<file path="config.mk">
export PLATFORM = sky130hd
export DESIGN_NAME = oled_source_arbiter
export DESIGN_NICKNAME = d
export VERILOG_FILES = /design/src/rtl/oled_source_arbiter.sv
export SDC_FILE = /design/constraint.sdc
export NUM_CORES = 1
export LEC_CHECK = 0
export BUFFER_PORTS_ARGS = -buffer_cell sky130_fd_sc_hd__buf_2
export CAP_MARGIN = 10
export CORE_MARGIN = 2
export CORE_UTILIZATION = 48
export DETAILED_ROUTE_END_ITERATION = 6
export GPL_TIMING_DRIVEN = 1
export PLACE_DENSITY = 0.91
export SYNTH_ARGS = -nofsm -noshare
export SYNTH_HDL_FRONTEND = slang
export SYNTH_SLANG_ARGS = --single-unit
</file>
<file path="constraint.sdc">
create_clock -name clk -period 3.41 [get_ports clk]
set_input_delay 0.5115 -clock clk [delete_from_list [all_inputs] [get_ports clk]]
set_output_delay 0.5115 -clock clk [all_outputs]
set_load 0.02 [all_outputs]
</file>
<file path="src/rtl/oled_source_arbiter.sv">
// Frame-synchronous arbiter that hands the OLED display to the lowest-indexed requesting source.
// Blank frames separate owners, and each new owner holds the display for a minimum number of frames.
module oled_source_arbiter #(
    parameter int unsigned N_SRC        = 4,
    parameter logic [15:0] BLANK_COLOR  = 16'h0000,
    parameter int unsigned BLANK_FRAMES = 1,
    parameter int unsigned MIN_FRAMES   = 2
) (
    input  logic                 clk,
    input  logic                 reset,
    input  logic                 frame_begin,
    input  logic [N_SRC-1:0]     req,
    input  logic [16*N_SRC-1:0]  pix_in,
    output logic [15:0]          oled_data,
    output logic [N_SRC-1:0]     grant,
    output logic                 active,
    output logic                 switch_pulse
);

    localparam int unsigned IdxW      = (N_SRC > 1) ? $clog2(N_SRC) : 1;
    localparam logic [3:0]  BlankInit = 4'(BLANK_FRAMES - 1);
    localparam logic [3:0]  HoldInit  = 4'(MIN_FRAMES - 1);

    typedef enum logic [1:0] {StIdle, StBlank, StOwn} state_e;

    state_e          state_q;
    logic [IdxW-1:0] owner_q;
    logic [3:0]      blank_cnt_q;
    logic [3:0]      hold_cnt_q;
    logic            win_found;
    logic [IdxW-1:0] win_idx;

    // Scan downward so that the lowest asserted index is the last one written.
    always_comb begin
        win_found = 1'b0;
        win_idx   = '0;
        for (int i = int'(N_SRC) - 1; i >= 0; i--) begin
            if (req[i]) begin
                win_found = 1'b1;
                win_idx   = IdxW'(i);
            end
        end
    end

    always_ff @(posedge clk or posedge reset) begin
        if (reset) begin
            state_q      <= StIdle;
            owner_q      <= '0;
            grant        <= '0;
            blank_cnt_q  <= '0;
            hold_cnt_q   <= '0;
            switch_pulse <= 1'b0;
        end else begin
            switch_pulse <= 1'b0;
            if (frame_begin) begin
                case (state_q)
                    StIdle: begin
                        if (win_found) begin
                            state_q     <= StBlank;
                            blank_cnt_q <= BlankInit;
                        end
                    end
                    StBlank: begin
                        if (blank_cnt_q != 4'd0) begin
                            blank_cnt_q <= blank_cnt_q - 4'd1;
                        end else if (win_found) begin
                            state_q      <= StOwn;
                            owner_q      <= win_idx;
                            grant        <= N_SRC'(1) << win_idx;
                            hold_cnt_q   <= HoldInit;
                            switch_pulse <= 1'b1;
                        end else begin
                            state_q <= StIdle;
                        end
                    end
                    StOwn: begin
                        // The owner yields when it drops its request, or once the hold has
                        // expired and it is no longer the priority winner.
                        if (!req[owner_q] || (hold_cnt_q == 4'd0 && win_idx != owner_q)) begin
                            state_q     <= StBlank;
                            grant       <= '0;
                            blank_cnt_q <= BlankInit;
                        end else if (hold_cnt_q != 4'd0) begin
                            hold_cnt_q <= hold_cnt_q - 4'd1;
                        end
                    end
                    default: state_q <= StIdle;
                endcase
            end
        end
    end

    assign active    = (state_q == StOwn);
    assign oled_data = (state_q == StOwn) ? pix_in[{owner_q, 4'b0000} +: 16] : BLANK_COLOR;

endmodule

</file>
==> results by group <==
Yosys
  • Synthesized area: 1660 µm²
  • Yosys Warn Count: 0
  • Net Count, Synth: 231
  • Synth Area in Compound Gates: 12.3%
  • Largest family of logic cells by synthesized area: multiplexers
  • Yosys cell types: 50
  • Share of synthesized registers carrying an async set or reset: 100%
  • Sequential area share after synthesis: 25.6%
  • Post-synthesis xor/xnor area fraction: 1.05%
  • Ys flop type: dfrtp_1
  • Post-synthesis adder-cell area fraction: 6.02%
  • Syn avg cell area: 10.9 µm²
  • EDFF count, synth: 0
  • Mapped Cells: 152
  • Top cells by area, synth: dfrtp_1 (26%), mux4_2 (23%), and2_1 (6.0%)
  • Yosys top cell area share: 25.6%
  • Synth Register Bits: 17
  • Simple-gate area share of the yosys netlist: 22.2%
  • Mux contribution to synthesized area: 27.7%
  • Cell taking the most area after synthesis: dfrtp_1

Worst hold path
  • Hold Crit Class: in2async

Drt
  • DRT iter0 DRCs: 77
  • Routed WL: 4420 µm
  • WL/cell: 15.3 µm
  • DR vias: 1628
  • Routed Antenna Nets: 0
  • Vias per cell: 5.65
  • Residual DRC: 0
  • DRT Pass-1 Iters: 6

STA
  • Endpoints failing setup: 0
  • Fin crit share: 73.2%
  • Minimum clock period: 2.50 ns
  • RSZ-0062 raised after global routing: no
  • Hold Vio Cnt, Final: 0
  • Final Slew Violations: 0
  • Slew headroom: 45.5%
  • Worst Skew: 0.00652 ns
  • Setup TNS: 0 ns
  • Fmax: 401 MHz
  • Measured slew at the worst slew-check pin: 0.817 ns

Setup path
  • Critical path arrival: 1.98 ns
  • FF-to-FF setup slack: 1.17 ns
  • Req. time, crit path: 2.90 ns
  • Worst R2R End: grant[2]$_DFFE_PP0P_
  • Worst r2r src: state_q[0]$_DFFE_PP0P_
  • CP Launch Type: flip-flop
  • Worst Setup End Kind: primary output
  • Crit Path Max Fanout: 17
  • CP Class: reg2out
  • Cells on worst reg2reg path: 6

Run
  • Max-cap violations: 0

Layout
  • Finished Layout Cells: 288
  • Area Overhead vs Synth: 31.0%
  • Layout cells sized above 1: 51.7%
  • Final nets: 322
  • Most common cell after layout, fill and taps aside: buf_2
  • Antenna Cells: 0
  • Fin util: 65.2%
  • Commonest cells after routing, fill and taps aside: buf_2 (92), mux4_2 (17), dfrtp_1 (17)

Die
  • Std cell rows: 21
  • Area of the die: 3950 µm²
  • Die Ht: 62.8 µm
  • Initial Utilization: 49.8%
  • Io pins: 93
  • Core area: 3340 µm²
  • Die Span X: 62.8 µm

Global route
  • Total GRT Usage: 23.1%
  • Vias in the first global route: 1574
  • Largest net degree at the start of global routing: 27
  • Initial antenna violation count: 0
  • First-pass GRT wire length: 7190 µm
  • Grt total ovfl: 0

Clock tree
  • Post-CTS Setup Inserts: 0
  • Clock Pin Slew Worst Setup and Hold Paths: 0.11 ns
  • Num CTS Buffers: 3
  • Clk buf depth: 2
  • Resized cells post-CTS: 0
  • Worst-Skew Late Latency: 0.31 ns
  • Post-CTS Hold Buffers: 0
  • Clk sink count: 17
  • CTS tree: done
  • Number of H-tree levels: 1
  • CTS root buf: clkbuf_4

Placed design
  • DPL Wire Length: 3480 µm
  • Final RePlAce weighted congestion: 0.786
  • Post-Place Cells: 284
  • IO buf count: 92

Power and ir drop
  • PD cells: 665 nW/µm²
  • Leakage: 1.07 nW
  • VDD IR max: 0.000323 V

Status
  • Outcome: finished clean
cell usage after synthesis, types with 2 or more instances:
master    number
dfrtp_1       17
mux4_2        17
and2_1        16
inv_1         10
ha_1           8
nand2_1        6
nor2_1         6
nor3_1         5
o21ai_1        5
clkbuf_1       4
nand3b_1       4
nor3b_1        4
a21oi_1        3
mux2_4         3
or3b_1         3
buf_2          2
mux2_2         2
nand3_1        2
o21bai_1       2
o32ai_1        2
xnor2_1        2
flip-flops by register name (all words and copies together), names as in the netlist:
signal        cells
blank_cnt_q       4
grant             4
hold_cnt_q        4
owner_q           2
state_q           2
switch_pulse      1
worst max-delay path, stage by stage, from the launching register on:
cell and delay [ns]:
dfrtp_1 0.45, buf_4 0.34, mux4_2 0.56, and2_1 0.17
buf_2 0.15
cell families (layout without fill, tap and decap cells):
kind of cell,count (synthesis),in the layout
adder cells (fa/ha/maj),8,8
flip-flops,17,17
AND/OR/NAND/NOR,58,58
multiplexers,23,23
AO/OA/AOI/OAI,25,25
buffers and inverters,19,109
XOR/XNOR,2,2
per-layer routing:
metal  routed length (µm)  global-route usage (%)  vias to the layer above
met5                    0                       0                        -
met4                  139                    10.6                        0
met3                  278                    3.06                       13
met2                 2390                    42.5                       83
met1                 1610                    26.5                      774
li1                     -                       -                      758
worst max path at each step:
stage | startpoint | endpoint | slack, ns | depth (start not counted)
2_1_floorplan | owner_q[0]$_DFFE_PP0P_ | oled_data[10] | 1.28 | 4
3_3_place_gp | state_q[0]$_DFFE_PP0P_ | grant[1]$_DFFE_PP0P_ | 1.25 | 6
3_5_place_dp | state_q[0]$_DFFE_PP0P_ | grant[2]$_DFFE_PP0P_ | 1.22 | 6
4_1_cts | owner_q[0]$_DFFE_PP0P_ | oled_data[4] | 0.90 | 4
5_1_grt | owner_q[0]$_DFFE_PP0P_ | oled_data[1] | 0.78 | 4
6_report | owner_q[0]$_DFFE_PP0P_ | oled_data[4] | 0.91 | 4
area by class of cell:
class	count	area (µm²)
multi-input combinational	116	1150
tap	46	57.6
timing repair buffer	94	475
fill	284	1160
clock buffer	4	26.3
sequential	17	425
inverter	11	41.3
report_power, final:
| part | leakage, nW | total, mW | internal, mW | switching, mW |
|---|---|---|---|---|
| clock | 0.0150 | 0.119 | 0.0458 | 0.0736 |
| sequential | 0.223 | 0.339 | 0.276 | 0.0629 |
| combinational | 0.832 | 0.991 | 0.474 | 0.516 |
through the flow:
step	setup slack, ns	cell area (µm²)	hold slack [ns]	power, mW
CTS	0.900	2180	0.302	1.45
global placement	1.25	2150	0.494	1.30
global route	0.780	2180	0.327	1.56
finish	0.915	2180	0.271	1.45
detailed placement	1.22	2150	0.491	1.32
floorplan	1.28	1660	0.438	1.10
Power figures use the tool's default switching activity.
